**src/rtl/crash_course_cpu_run_control_pkg.sv**
```systemverilog
// Shared types for the CPU run controller: run state, halt cause and the
// breakpoint index width helper.
package crash_course_cpu_run_control_pkg;

    typedef enum logic [1:0] {
        ST_IDLE   = 2'd0,
        ST_RUN    = 2'd1,
        ST_STEP   = 2'd2,
        ST_HALTED = 2'd3
    } run_state_t;

    typedef enum logic [2:0] {
        CAUSE_NONE       = 3'd0,
        CAUSE_HALT_INSTR = 3'd1,
        CAUSE_BREAKPOINT = 3'd2,
        CAUSE_EXTERNAL   = 3'd3,
        CAUSE_WATCHDOG   = 3'd4,
        CAUSE_STEP_DONE  = 3'd5
    } halt_cause_t;

    // A single comparator still needs a one-bit index port.
    function automatic int idx_width(input int n);
        return (n > 1) ? $clog2(n) : 1;
    endfunction

endpackage

```
**src/rtl/crash_course_cpu_breakpoint_match.sv**
```systemverilog
// Breakpoint comparator array: any-hit flag plus lowest matching index.
module crash_course_cpu_breakpoint_match
    import crash_course_cpu_run_control_pkg::*;
#(
    parameter int PC_WIDTH = 8,
    parameter int BP_COUNT = 4,
    localparam int IDX_W   = idx_width(BP_COUNT)
) (
    input  logic [PC_WIDTH-1:0]                program_counter,
    input  logic [BP_COUNT-1:0]                bp_enable,
    input  logic [BP_COUNT-1:0][PC_WIDTH-1:0]  bp_address,
    output logic                               hit,
    output logic [IDX_W-1:0]                   hit_index
);

    logic [BP_COUNT-1:0] match;

    for (genvar i = 0; i < BP_COUNT; i++) begin : g_cmp
        assign match[i] = bp_enable[i] && (bp_address[i] == program_counter);
    end

    assign hit = |match;

    // Scan downward so the lowest matching index wins.
    always_comb begin
        hit_index = '0;
        for (int i = BP_COUNT - 1; i >= 0; i--) begin
            if (match[i]) hit_index = IDX_W'(i);
        end
    end

endmodule

```
**src/rtl/crash_course_cpu_run_controller.sv**
```systemverilog
// CPU run controller: run/step/halt sequencing with breakpoints, debugger
// halt, watchdog and cycle/halt-cause reporting.
module crash_course_cpu_run_controller
    import crash_course_cpu_run_control_pkg::*;
#(
    parameter int PC_WIDTH    = 8,
    parameter int BP_COUNT    = 4,
    parameter int CYCLE_WIDTH = 16,
    localparam int IDX_W      = idx_width(BP_COUNT)
) (
    input  logic                               clk,
    input  logic                               clk_en,
    input  logic                               sync_rst,
    input  logic                               system_start,
    input  logic                               step_request,
    input  logic                               halt_request,
    input  logic                               abort_request,
    input  logic                               halt_enable,
    input  logic [PC_WIDTH-1:0]                program_counter,
    input  logic [BP_COUNT-1:0]                bp_enable,
    input  logic [BP_COUNT-1:0][PC_WIDTH-1:0]  bp_address,
    input  logic [CYCLE_WIDTH-1:0]             watchdog_limit,
    output logic                               system_enabled,
    output logic                               system_idle,
    output logic                               halted,
    output logic [2:0]                         halt_cause,
    output logic [IDX_W-1:0]                   bp_hit_index,
    output logic [CYCLE_WIDTH-1:0]             cycle_count
);

    localparam logic [CYCLE_WIDTH:0] WD_ONE = 1;

    run_state_t              state, next_state;
    halt_cause_t             cause, next_cause;
    logic                    skip_bp, raw_hit, bp_hit, wd_expire;
    logic                    enter_exec, clear_cycles, latch_bp;
    logic [IDX_W-1:0]        raw_idx;
    logic [CYCLE_WIDTH-1:0]  wd_count;

    crash_course_cpu_breakpoint_match #(
        .PC_WIDTH (PC_WIDTH),
        .BP_COUNT (BP_COUNT)
    ) u_bp_match (
        .program_counter (program_counter),
        .bp_enable       (bp_enable),
        .bp_address      (bp_address),
        .hit             (raw_hit),
        .hit_index       (raw_idx)
    );

    // skip_bp lets a resume execute the instruction that tripped the breakpoint.
    assign bp_hit    = raw_hit && !skip_bp;
    assign wd_expire = (watchdog_limit != '0) &&
                       (({1'b0, wd_count} + WD_ONE) == {1'b0, watchdog_limit});

    always_ff @(posedge clk) begin
        if (sync_rst)    state <= ST_IDLE;
        else if (clk_en) state <= next_state;
    end

    always_comb begin
        next_state   = state;
        next_cause   = cause;
        enter_exec   = 1'b0;
        clear_cycles = 1'b0;
        latch_bp     = 1'b0;
        unique case (state)
            ST_IDLE: begin
                if (!halt_request && system_start) begin
                    next_state   = ST_RUN;
                    enter_exec   = 1'b1;
                    clear_cycles = 1'b1;
                end else if (!halt_request && step_request) begin
                    next_state   = ST_STEP;
                    enter_exec   = 1'b1;
                    clear_cycles = 1'b1;
                end
            end
            ST_RUN: begin
                if (bp_hit) begin
                    next_state = ST_HALTED;
                    next_cause = CAUSE_BREAKPOINT;
                    latch_bp   = 1'b1;
                end else if (halt_enable) begin
                    next_state = ST_HALTED;
                    next_cause = CAUSE_HALT_INSTR;
                end else if (halt_request) begin
                    next_state = ST_HALTED;
                    next_cause = CAUSE_EXTERNAL;
                end else if (wd_expire) begin
                    next_state = ST_HALTED;
                    next_cause = CAUSE_WATCHDOG;
                end
            end
            ST_STEP: begin
                next_state = ST_HALTED;
                next_cause = halt_enable ? CAUSE_HALT_INSTR : CAUSE_STEP_DONE;
            end
            ST_HALTED: begin
                if (abort_request) begin
                    next_state = ST_IDLE;
                    next_cause = CAUSE_NONE;
                end else if (cause != CAUSE_HALT_INSTR) begin
                    if (system_start) begin
                        next_state = ST_RUN;
                        enter_exec = 1'b1;
                    end else if (step_request) begin
                        next_state = ST_STEP;
                        enter_exec = 1'b1;
                    end
                end
            end
            default: next_state = ST_IDLE;
        endcase
        if (enter_exec) next_cause = CAUSE_NONE;
    end

    always_comb begin
        system_enabled = ((state == ST_RUN) || (state == ST_STEP)) && !bp_hit;
        system_idle    = (state == ST_IDLE);
        halted         = (state == ST_HALTED);
    end

    always_ff @(posedge clk) begin
        if (sync_rst) begin
            cause        <= CAUSE_NONE;
            bp_hit_index <= '0;
            cycle_count  <= '0;
            wd_count     <= '0;
            skip_bp      <= 1'b0;
        end else if (clk_en) begin
            cause <= next_cause;
            if (latch_bp) bp_hit_index <= raw_idx;
            if (clear_cycles)
                cycle_count <= '0;
            else if (system_enabled && cycle_count != '1)
                cycle_count <= cycle_count + CYCLE_WIDTH'(1);
            // Entry only happens from IDLE/HALTED, where nothing executes.
            if (enter_exec) begin
                wd_count <= '0;
                skip_bp  <= 1'b1;
            end else if (system_enabled) begin
                skip_bp <= 1'b0;
                if (wd_count != '1) wd_count <= wd_count + CYCLE_WIDTH'(1);
            end
        end
    end

    assign halt_cause = cause;

endmodule
```
**config.mk**
```make
export PLATFORM = sky130hd
export DESIGN_NAME = crash_course_cpu_run_controller
export DESIGN_NICKNAME = d
export VERILOG_FILES = /design/src/rtl/crash_course_cpu_run_control_pkg.sv /design/src/rtl/crash_course_cpu_breakpoint_match.sv /design/src/rtl/crash_course_cpu_run_controller.sv
export SDC_FILE = /design/constraint.sdc
export NUM_CORES = 1
export LEC_CHECK = 0
export CORE_AREA = 10 10 94 96
export DETAILED_ROUTE_END_ITERATION = 8
export DIE_AREA = 0 0 104 106
export PLACE_DENSITY = 0.79
export SLEW_MARGIN = 0
export SYNTH_ARGS = -nofsm -noshare
export SYNTH_HDL_FRONTEND = slang
export SYNTH_SLANG_ARGS = --single-unit
```
**constraint.sdc**
```tcl
create_clock -name clk -period 3 [get_ports clk]
set_input_delay 0.75 -clock clk [delete_from_list [all_inputs] [get_ports clk]]
set_output_delay 0.75 -clock clk [all_outputs]
set_load 0.005 [all_outputs]
```
-- Yosys cells after proc, flatten, opt, wreduce, memory -nomap -nowiden
Index checks and enable logic that the tools add are counted.
- input port bits: 68
- word-level logic and storage cells: 93
- register bits: 40
- output and inout bits: 24
- multiplexer cells: 40
- reduce and logical (&&, ||, !) cells: 27
- $add $sub $neg: 3
- eq/ne operators: 17
- operators by type and width (kind ; count):
    16-bit two-way mux ; 5
    16-bit by 1-bit adder with 16-bit output (second input constant) ; 2
    8-bit equality test ; 4
    16-bit inequality test (second input constant) ; 2
    2-bit two-way mux ; 14
    3-bit two-way mux ; 7
    16-bit by 1-bit adder with 17-bit output (second input constant) ; 1
    17-bit by 16-bit equality test with 1-bit output ; 1
    16-bit nonzero test ; 1
    1-bit two-way mux ; 11
    1-bit logical AND ; 10
    3-bit one-hot mux with 3 select lines ; 1
    2-bit one-hot mux with 4 select lines ; 1
    3-bit by 1-bit inequality test with 1-bit output (second input constant) ; 2
    3-bit by 2-bit inequality test with 1-bit output (second input constant) ; 2
    6-bit inequality test (second input constant) ; 1
    2-bit AND reduction ; 3
    2-bit nonzero test ; 3
    5-bit inequality test (second input constant) ; 1
    5-bit AND reduction ; 1
    2-bit equality test (second input constant) ; 2
    4-bit inequality test (second input constant) ; 1
    4-bit AND reduction ; 1
    4-bit nonzero test ; 1
    7 further kinds ; 9

-- Longest topological paths before layout
- depth in word-level cells: 9
- depth in mapped cells: 10
- depth with buffers taken out: 9

-- Modules after synthesis
Synthesis repeated with hierarchy kept, for this count alone.
- cells, all modules: 406
- area, all modules: 3249.4 sq um
- by module, submodules not included (module ; area each (sq um) ; seq. area each (sq um) ; cells each ; times used):
    crash_course_cpu_run_controller ; 2743.9 ; 800.8 ; 343 ; 1
    crash_course_cpu_breakpoint_match ; 505.5 ; 0.0 ; 63 ; 1

-- Worst setup path before layout
Ideal clock, no wire load.
- kind: input port to output port
- from: in program_counter[2]
- to: out system_enabled
- path buffers: 2
- data arrival time: 1965 ps
- stages on the path: 7
- path slack: 285 ps
- required time: 2250 ps
- path through: buf_2 -> xnor2_1 -> nand4_1 -> nor3_1 -> o41ai_2 -> buf_2 -> and2_1
- longest elaborated chain between the ends: 6
- elaborated cells between the ends (all ways): 12
- those cells by class: 4 x eq/ne; 8 x reduce/logical
- RTL lines (what ; RTL line ; RTL):
    start: declaration ; crash_course_cpu_run_controller.sv:19 ; input logic [PC_WIDTH-1:0] program_counter,
    8-bit equality test ; crash_course_cpu_breakpoint_match.sv:19 ; assign match[i] = bp_enable[i] && (bp_address[i] == program_counter);
    1-bit logical AND ; crash_course_cpu_breakpoint_match.sv:19 ;
    4-bit OR reduction * ; crash_course_cpu_breakpoint_match.sv:22 ; assign hit = |match;
    1-bit logical AND * ; crash_course_cpu_run_controller.sv:52 ; assign bp_hit = raw_hit && !skip_bp;
    1-bit logical NOT * ; crash_course_cpu_run_controller.sv:119 ; system_enabled = ((state == ST_RUN) || (state == ST_STEP)) && !bp_hit;
    1-bit logical AND * ; crash_course_cpu_run_controller.sv:119 ;
    end: declaration ; crash_course_cpu_run_controller.sv:23 ; output logic system_enabled,
Every way passes the cells marked *; elsewhere a longest branch is shown, timed or not.

-- Worst setup path after layout
- from: in bp_address[30] (netlist name)
- to: out system_enabled
- longest elaborated chain between the ends: 6
- RTL lines (what ; RTL line ; RTL):
    start: declaration ; crash_course_cpu_run_controller.sv:21 ; input logic [BP_COUNT-1:0][PC_WIDTH-1:0] bp_address,
    8-bit equality test ; crash_course_cpu_breakpoint_match.sv:19 ;
    1-bit logical AND ; crash_course_cpu_breakpoint_match.sv:19 ;
    4-bit OR reduction ; crash_course_cpu_breakpoint_match.sv:22 ;
    1-bit logical AND ; crash_course_cpu_run_controller.sv:52 ;
    1-bit logical NOT ; crash_course_cpu_run_controller.sv:119 ;
    1-bit logical AND ; crash_course_cpu_run_controller.sv:119 ;
Every way passes these cells.

==> run_results.csv <==
group,metric,value,unit
routing,wl,9.98,mm
critical_path,crit_arrival,2.18,ns
critical_path,slowest_stage,"clkdlybuf4s50_1",
logic_synthesis,synth_compound_area_frac,0.188,
pwr,p_sw,443,uW
logic_synthesis,synthCells,434,
sta,tightest_slew,0.478,ns
critical_path,critPathKind,"in2out",
global_route,grt_use_total,0.175,
pwr,power_leakage,1.81,nW
placed_design,hpwlAfterDp,7.90,mm
critical_path,worst_ep_required_time,2.25,ns
placed_design,dp_cells,619,
die,row_count,31,
logic_synthesis,syn_nets,509,
logic_synthesis,synth.distinct_cells,59,
critical_path,timing.critical_path.buf_inv,2,
sta,drv_slew,0,
die,die_height,106,um
placed_design,gp_congestion,0.902,
logic_synthesis,syn_area,3320,um^2
logic_synthesis,synth_fa_ha_area_frac,0.0263,
pwr,power_frac_comb,0.347,
logic_synthesis,ys_seq_area_frac,0.241,
sta,finClkSkew,0.00449,ns
die,die_w,104,um
cts,cts_tree,"yes",
finish,final_util,0.653,
global_route,grt_pass1_wl,16.7,mm
cts,h-tree-depth,2,
routing,drc,0,
cts,cts.sinks,40,
sta,max_freq,342,MHz
critical_path,start_kind,"input pin",
pwr,peakVddDrop,0.000154,V
finish,drive_gt1_frac,0.111,
pwr,power_density,311,nW/um^2
cts,clkLatencyLatePin,0.29,ns
sta,setup_viol,0,
pwr,swShare,0.309,
finish,final_nets,605,
logic_synthesis,ys_warn_count,0,
global_route,grt_pass1_vias,3555,
critical_path,slowest_delay,0.47,ns
cts,clockBufferDepth,2,
critical_path,critPathMaxFanout,2,
logic_synthesis,synth_simple_gate_area_frac,0.327,
die,die-area,11000,um^2
cts,clock-root-buffer,"clkbuf_8",
sta,slew_headroom,0.679,
die,initial_core_util,0.471,
sta,period_share,0.975,
critical_path,end_kind,"output pin",
finish,layout_common_cells,"54 x clkdlybuf4s50_1, 40 x dfxtp_1, 39 x xnor2_1, 30 x nor2_1, 30 x a21oi_1",
outcome,status,"finished clean",
finish,diodes,0,
global_route,grt_max_degree,22,
cts,clk_pin_slew_worst_paths,0.07,ns
flow_run,max_cap_violations,0,
finish,stdcell_count,630,
cts,cts_hold_buf,0,
die,core_area,7060,um^2
global_route,antenna_found_initial,0,
routing,wl_per_cell,15.8,um
pwr,clkPwrFrac,0.261,
sta,finalCriticalPeriod,2.93,ns
logic_synthesis,synth_xor_area_frac,0.137,
pwr,power_frac_seq,0.391,
sta,hold_violations,0,
logic_synthesis,synth_top_family_by_area,"simple AND/OR/NAND/NOR gates",
die,io-pin-count,92,
finish,syn2layout_area_growth,38.6,%
pwr,power.internal,992,uW
logic_synthesis,synth_edf_count,0,
logic_synthesis,synth.avg_cell_area,7.66,um^2
logic_synthesis,synth.area.mux_share,0.0241,
min_path,hold_path.class,"reg2reg",
routing,antenna_left,0,
routing,vias_per_cell,5.66,
logic_synthesis,ys_seq_elements,40,
critical_path,crit_chain,"clkdlybuf4s50_1 > xnor2_1 > nand3_1 > nor3_4 > o41ai_4 > and2_1 > buf_2",
finish,final_common_cell,"clkdlybuf4s50_1",
cts,cts_inserted_buffers,5,
placed_design,port_buffers,91,
logic_synthesis,async_reset_ff_frac,0,
global_route,grt-ovfl-total,0,
routing,via_count,3565,
logic_synthesis,synth_ff_type,"dfxtp_1",
critical_path,cp_top_family,"buffers and inverters",
routing,drtIter0Drc,256,
routing,dr.pass1.iters,4,
power groups by stage:
stage          clock [mW]  combinational [mW]  sequential, mW
3_5_place_dp            0               0.502           0.574
6_report            0.375               0.498           0.561
5_1_grt             0.409               0.544           0.564
3_3_place_gp            0               0.496           0.573
4_1_cts             0.381               0.498           0.561
2_1_floorplan           0               0.260           0.570
worst min-delay path: cells and delay by family (launching register included):
| family | cells | cell delay, ns |
|---|---|---|
| AO/OA/AOI/OAI | 2 | 0.13 |
| flip-flops | 1 | 0.31 |
per-layer routing:
layer	global-route usage	up-vias	wire, um
li1	-	1780	-
met1	0.205	1641	4260
met2	0.306	132	4760
met3	0.0525	12	803
met4	0.0457	0	153
met5	0	-	0
cell families after synthesis:
family                   count (synthesis)
AO/OA/AOI/OAI                           96
XOR/XNOR                                52
adder cells (fa/ha/maj)                  7
buffers and inverters                   40
flip-flops                              40
multiplexers                             8
AND/OR/NAND/NOR                        191
state kept, by name, indices dropped and copies added (netlist names):
name and count:
cycle_count 16, wd_count 16, halt_cause 3, bp_hit_index 2
state 2, skip_bp 1
synth_stat cells (9+ instances only):
master / n / area, um^2
nor2_1: 30 / 113
dfxtp_1: 40 / 801
or3_1: 17 / 106
a21oi_1: 30 / 150
nand2b_1: 10 / 62.6
nand3_1: 23 / 115
buf_2: 19 / 95.1
nand2_1: 28 / 105
o21ai_0: 19 / 95.1
xor2_1: 10 / 87.6
xnor2_1: 42 / 368
nand4_1: 16 / 100
nor3_1: 17 / 85.1
and3_1: 9 / 56.3
inv_1: 9 / 33.8
path summary, 6_finish.rpt:
kind / slack [ns] / start / to / depth (start not counted)
worst max-delay path: 0.07 / bp_address[30] / system_enabled / 7
worst min-delay path: 0.48 / bp_hit_index[1] / bp_hit_index[1] / 2
worst min register to register: 0.48 / bp_hit_index[1] / bp_hit_index[1] / 2
worst max register to register: 0.40 / wd_count[0] / state[1] / 8
repair_timing:
item / CTS / global route
cloned: 0 / 0
gates resized for setup: 19 / 34
setup endpoints to repair: 1 / 1
pin swaps: 7 / 26
buffers inserted: 2 / 1
layout make-up:
type,instances,area [um^2]
Tap cell,99,124
Multi-Input combinational cell,354,2380
Sequential cell,40,801
Timing Repair Buffer,120,1180
Clock buffer,8,90.1
Fill cell,635,2450
Inverter,9,33.8
stage by stage:
| stage | worst slack [ns] | setup TNS (ns) | power [mW] | area, um^2 | hold WS, ns |
|---|---|---|---|---|---|
| floorplan | 0.285 | 0 | 0.830 | 3320 | 0.450 |
| global placement | -0.516 | -2.34 | 1.07 | 4420 | 0.460 |
| detailed placement | -0.562 | -4.30 | 1.08 | 4420 | 0.468 |
| CTS | 0.00104 | 0 | 1.44 | 4520 | 0.479 |
| global route | -0.0134 | -0.0134 | 1.52 | 4610 | 0.516 |
| finish | 0.0742 | 0 | 1.43 | 4610 | 0.482 |
(Power assumes the default switching activity.)
